===== config.mk =====
export PLATFORM = sky130hd
export DESIGN_NAME = uart_tx_serializer
export DESIGN_NICKNAME = d
export VERILOG_FILES = /design/src/rtl/uart_pkg.sv /design/src/rtl/uart_baud_cnt.sv /design/src/rtl/uart_tx_serializer.sv
export SDC_FILE = /design/constraint.sdc
export NUM_CORES = 1
export LEC_CHECK = 0
export ABC_CLOCK_PERIOD_IN_PS = 2700
export CAP_MARGIN = 25
export CORE_MARGIN = 2
export CORE_UTILIZATION = 55
export DETAILED_ROUTE_END_ITERATION = 6
export GPL_TIMING_DRIVEN = 0
export PLACE_DENSITY_LB_ADDON = 0.3
export SLEW_MARGIN = 20
export SYNTH_ARGS = -nofsm -noshare
export SYNTH_HDL_FRONTEND = slang
export SYNTH_SLANG_ARGS = --single-unit

===== constraint.sdc =====
create_clock -name iCLK_50 -period 2.7 [get_ports iCLK_50]
set_input_delay 0.675 -clock iCLK_50 [delete_from_list [all_inputs] [get_ports iCLK_50]]
set_output_delay 0.675 -clock iCLK_50 [all_outputs]
set_load 0.02 [all_outputs]

===== src/rtl/uart_pkg.sv =====
// Shared types and constants for the UART transmit path.
package uart_pkg;

    typedef enum logic [2:0] {IDLE, START, DATA, PARITY, STOP} tx_state_t;

    localparam int PAR_NONE = 0;
    localparam int PAR_EVEN = 1;
    localparam int PAR_ODD  = 2;

    function automatic logic dataParity(input logic [7:0] data, input int nBits);
        logic p;
        p = 1'b0;
        for (int i = 0; i < 8; i++) begin
            if (i < nBits) p = p ^ data[i];
        end
        return p;
    endfunction

endpackage


===== src/rtl/uart_baud_cnt.sv =====
// Bit-period counter: one-cycle tick on the last clock of every bit, held clear while disabled.
module uart_baud_cnt #(
    parameter int CLKS_PER_BIT = 434
) (
    input  logic iCLK_50,
    input  logic iRST,
    input  logic iEnable,
    output logic oTick
);

    localparam int CW = (CLKS_PER_BIT > 2) ? $clog2(CLKS_PER_BIT) : 1;
    localparam logic [CW-1:0] LAST = CW'(CLKS_PER_BIT - 1);

    logic [CW-1:0] count;

    always_ff @(posedge iCLK_50) begin
        if (iRST || !iEnable) begin
            count <= '0;
        end else if (count == LAST) begin
            count <= '0;
        end else begin
            count <= count + 1'b1;
        end
    end

    assign oTick = iEnable && (count == LAST);

endmodule


===== src/rtl/uart_tx_serializer.sv =====
// Byte-wide UART transmitter: start bit, LSB-first data, optional parity, 1 or 2 stop bits.
module uart_tx_serializer #(
    parameter int CLKS_PER_BIT = 434,
    parameter int DATA_BITS    = 8,
    parameter int PARITY       = 0,
    parameter int STOP_BITS    = 1
) (
    input  logic       iCLK_50,
    input  logic       iRST,
    input  logic [7:0] iDATA,
    input  logic       iVALID,
    output logic       oREADY,
    output logic       oBUSY,
    output logic       oUART_TXD
);

    import uart_pkg::*;

    if (CLKS_PER_BIT < 2 || DATA_BITS < 5 || DATA_BITS > 8 || PARITY < 0 || PARITY > 2 ||
        (STOP_BITS != 1 && STOP_BITS != 2)) begin : gBadParams
        $error("uart_tx_serializer: illegal parameter combination");
    end

    localparam logic [2:0] LAST_DATA = 3'(DATA_BITS - 1);
    localparam logic [2:0] LAST_STOP = 3'(STOP_BITS - 1);

    tx_state_t  state;
    tx_state_t  nextState;
    logic [7:0] shiftReg;
    logic [2:0] bitIdx;
    logic       parityBit;
    logic       txdReg;
    logic       txdNext;
    logic       tick;
    logic       accept;
    logic       lastData;
    logic       lastStop;

    assign accept   = iVALID && (state == IDLE);
    assign lastData = (bitIdx == LAST_DATA);
    assign lastStop = (bitIdx == LAST_STOP);

    uart_baud_cnt #(
        .CLKS_PER_BIT(CLKS_PER_BIT)
    ) baudCnt (
        .iCLK_50(iCLK_50),
        .iRST   (iRST),
        .iEnable(state != IDLE),
        .oTick  (tick)
    );

    // The line is registered from the next state so the start bit leaves one cycle after accept.
    always_ff @(posedge iCLK_50) begin
        if (iRST) begin
            state     <= IDLE;
            shiftReg  <= '0;
            bitIdx    <= '0;
            parityBit <= 1'b0;
            txdReg    <= 1'b1;
        end else begin
            state  <= nextState;
            txdReg <= txdNext;
            if (accept) begin
                shiftReg  <= iDATA;
                parityBit <= dataParity(iDATA, DATA_BITS) ^ (PARITY == PAR_ODD);
                bitIdx    <= '0;
            end else if (tick) begin
                if (state == DATA) begin
                    shiftReg <= shiftReg >> 1;
                    bitIdx   <= lastData ? 3'd0 : bitIdx + 3'd1;
                end else if (state == STOP) begin
                    bitIdx <= lastStop ? 3'd0 : bitIdx + 3'd1;
                end
            end
        end
    end

    // The parameter PARITY shadows the enum literal, so the state is named through the package.
    always_comb begin
        nextState = state;
        case (state)
            IDLE:             if (iVALID) nextState = START;
            START:            if (tick) nextState = DATA;
            DATA:             if (tick && lastData)
                                  nextState = (PARITY != PAR_NONE) ? uart_pkg::PARITY : STOP;
            uart_pkg::PARITY: if (tick) nextState = STOP;
            STOP:             if (tick && lastStop) nextState = IDLE;
            default:          nextState = IDLE;
        endcase
    end

    always_comb begin
        txdNext = 1'b1;
        case (nextState)
            START:            txdNext = 1'b0;
            DATA:             txdNext = (state == DATA && tick) ? shiftReg[1] : shiftReg[0];
            uart_pkg::PARITY: txdNext = parityBit;
            default:          txdNext = 1'b1;
        endcase
    end

    assign oUART_TXD = txdReg;
    assign oREADY    = (state == IDLE);
    assign oBUSY     = (state != IDLE);

endmodule

==> summary.txt <==
Status
  – Run status: complete, no violations

Placement
  – Detailed Place HPWL: 1.97 mm
  – Port Buffers: 13
  – Post-DP Area: 1520 µm²
  – RePlAce Congestion: 0.780

Route
  – Detailed Route WL: 2.63 mm
  – Vias/cell: 5.65
  – Remaining antenna violation count after routing: 0
  – Routed length per placed instance: 13.5 µm
  – DR DRC count: 0
  – Routed vias: 1097
  – Drt initial violations: 30
  – Iteration count of the initial detailed-routing pass: 7

Floorplanning
  – Die W: 53.5 µm
  – IO Count: 14
  – Initial core utilization: 0.593
  – Core area: 2280 µm²
  – Row count: 17
  – Die footprint: 2870 µm²
  – Chip Height: 53.5 µm

Yosys
  – Post-Syn Nets: 165
  – Mapped cell area: 1350 µm²
  – Post-synthesis simple-gate area fraction: 0.271
  – Post-Synth XOR/XNOR Area: 0.0973
  – Gate Count Post-Synth: 149
  – Main area contributors after synthesis: dfxtp_1 37%, xnor2_1 8.4%, nor2_1 5.3%
  – Post-synthesis async set-or-reset flop share: 0
  – Seq/Total Area, Yosys: 0.371
  – Number of synthesized flops with an enable pin: 0
  – Largest family of logic cells by synthesized area: simple AND/OR/NAND/NOR gates
  – Yosys warns: 0
  – Post-Synth Adder-Cell Area: 0.0463
  – Post-synth top area cell: dfxtp_1
  – Synth top area share: 0.371
  – Syn_area_per_cell: 9.06 µm²
  – Synth Area in Compound Gates: 0.133
  – Dominant synthesized flop cell: dfxtp_1
  – Mux contribution to synthesized area: 0.0148
  – Post-synth cell types: 39
  – Flops & latches, synth: 25

Global routing
  – First-pass GRT wire length: 4.44 mm
  – Total track usage: 0.212
  – Initial antenna violation count: 0
  – Pin count of the biggest net entering global routing: 14
  – Number of global-route vias before repair: 970
  – Remaining Overflow, GRT: 0

Setup path
  – Critical path type: reg2out
  – Worst Path Max Fanout: 9
  – Worst EP required: 2.03 ns
  – CP endpoint kind: output port
  – Worst EP arrival: 1.88 ns
  – Setup crit start kind: flip-flop

Pwr
  – Power Density: 442 nW/µm²
  – VDD IR-drop max: 0.324 mV
  – LEAKAGE: 0.588 nW

STA
  – Fin Setup TNS: 0 ns
  – Crit path time final: 2.55 ns
  – Fin. Hold Viols: 0
  – RSZ-0062 raised after global routing: false
  – Fmax: 392 MHz
  – Crit share post-route: 0.945
  – Slew @ Worst Pin: 0.439 ns
  – Slew HR: 0.707
  – Max Transition Viols Final: 0
  – # setup viols final: 0
  – Setup Skew: 0.00188 ns

Clocking
  – Clk sink count: 25
  – Clock Path Buffers: 2
  – PostCTS Resize Cnt: 0
  – CTS tree: yes
  – Number of CTS-inserted buffers: 3
  – Skew-Pair Late Insertion Delay: 0.31 ns
  – Clk root buf: clkbuf_4
  – Worst-path clk slew: 0.14 ns
  – Htree depth: 1
  – Post-CTS Repair Setup Buffers: 0
  – Hold-fix buffers at CTS: 0

Cells and area
  – Fin nets: 183
  – Number of diodes: 0
  – Layout cells sized above 1: 0.169
  – Area Growth Syn to Fin: 14.2%
  – Finished Cell Area: 1540 µm²

Hold path
  – Hold crit path type: reg2reg

Job
  – Max-cap violations: 0
==> cell families after synthesis <==
| logic type | after synthesis |
|---|---|
| mux | 2 |
| buf+inv | 17 |
| compound gates | 21 |
| simple gates | 64 |
| fa+ha+maj | 5 |
| xor+xnor | 15 |
| flops | 25 |
==> synthesized netlist by cell type (2+ instances only) <==
cell type and count:
nand3_1 5, dfxtp_1 25, nor2_2 8, or2_2 2
nor2_1 19, a311oi_1 6, xnor2_1 13, a21oi_1 3
a211oi_1 3, buf_2 3, buf_6 3, nand2_1 14
mux2i_1 2, ha_1 5, xor2_1 2, nor3_1 4
inv_1 10
==> sequential cells by signal, indices dropped and copies added, names as in the netlist <==
name / cells
parityBit: 1
baudCnt.count: 9
bitIdx: 3
oUART_TXD: 1
shiftReg: 8
state: 3
==> worst paths after layout <==
kind	start	end	slack (ns)	cells past startpoint
hold / removal	shiftReg[4]	shiftReg[3]	0.50	2
setup / recovery	state[2]	oREADY	0.15	3
hold reg to reg	shiftReg[4]	shiftReg[3]	0.50	2
setup reg to reg	baudCnt.count[1]	baudCnt.count[6]	0.89	8
==> worst max-delay path, stage by stage (launching register included) <==
cell and delay (ns):
dfxtp_1 0.32, buf_2 0.19, nor3_1 0.38, clkdlybuf4s50_1 0.68
==> layer usage <==
| metal | global-route usage | vias up | routed length (µm) |
|---|---|---|---|
| met5 | 0 | - | 0 |
| met4 | 0.0726 | 0 | 36 |
| met3 | 0.0278 | 4 | 95 |
| met2 | 0.362 | 28 | 1240 |
| met1 | 0.274 | 518 | 1260 |
| li1 | - | 547 | - |
==> layout by cell type (no fill, tap or decap), types with 4 or more instances in the layout <==
| cell | synthesis | layout |
|---|---|---|
| clkdlybuf4s50_1 | 0 | 13 |
| nand2_1 | 14 | 14 |
| ha_1 | 5 | 5 |
| nor2_1 | 19 | 19 |
| inv_1 | 10 | 10 |
| dfxtp_1 | 25 | 25 |
| xnor2_1 | 13 | 13 |
| nor3_1 | 4 | 4 |
| a311oi_1 | 6 | 6 |
| nor2_2 | 8 | 8 |
| nand3_1 | 5 | 5 |
==> area by class of cell <==
| class | count | area [µm²] |
|---|---|---|
| multi-input cells | 107 | 759 |
| fillers | 185 | 734 |
| flip-flops and latches | 25 | 500 |
| repair buffers | 13 | 130 |
| plain buffers | 7 | 52.6 |
| inverters | 10 | 37.5 |
| well taps | 28 | 35.0 |
| clock buffers | 4 | 26.3 |
==> metrics by stage <==
step	util	power, W	hold slack, ns	setup slack, ns	cells
2_1_floorplan	-	0.000478	0.448	0.658	149
3_3_place_gp	0.666	0.000515	0.467	0.504	190
3_5_place_dp	0.666	0.000520	0.480	0.383	190
4_1_cts	0.677	0.000686	0.501	0.144	194
5_1_grt	0.677	0.000712	0.519	0.0394	194
6_report	0.677	0.000682	0.498	0.148	194
==> where the power goes <==
part	switching, W	internal, W	leakage [nW]
Combinational	0.0000589	0.0000580	0.369
Sequential	0.0000108	0.000385	0.204
Clock	0.000111	0.0000577	0.0150
Total	0.000181	0.000501	0.588
(Power assumes the default switching activity.)
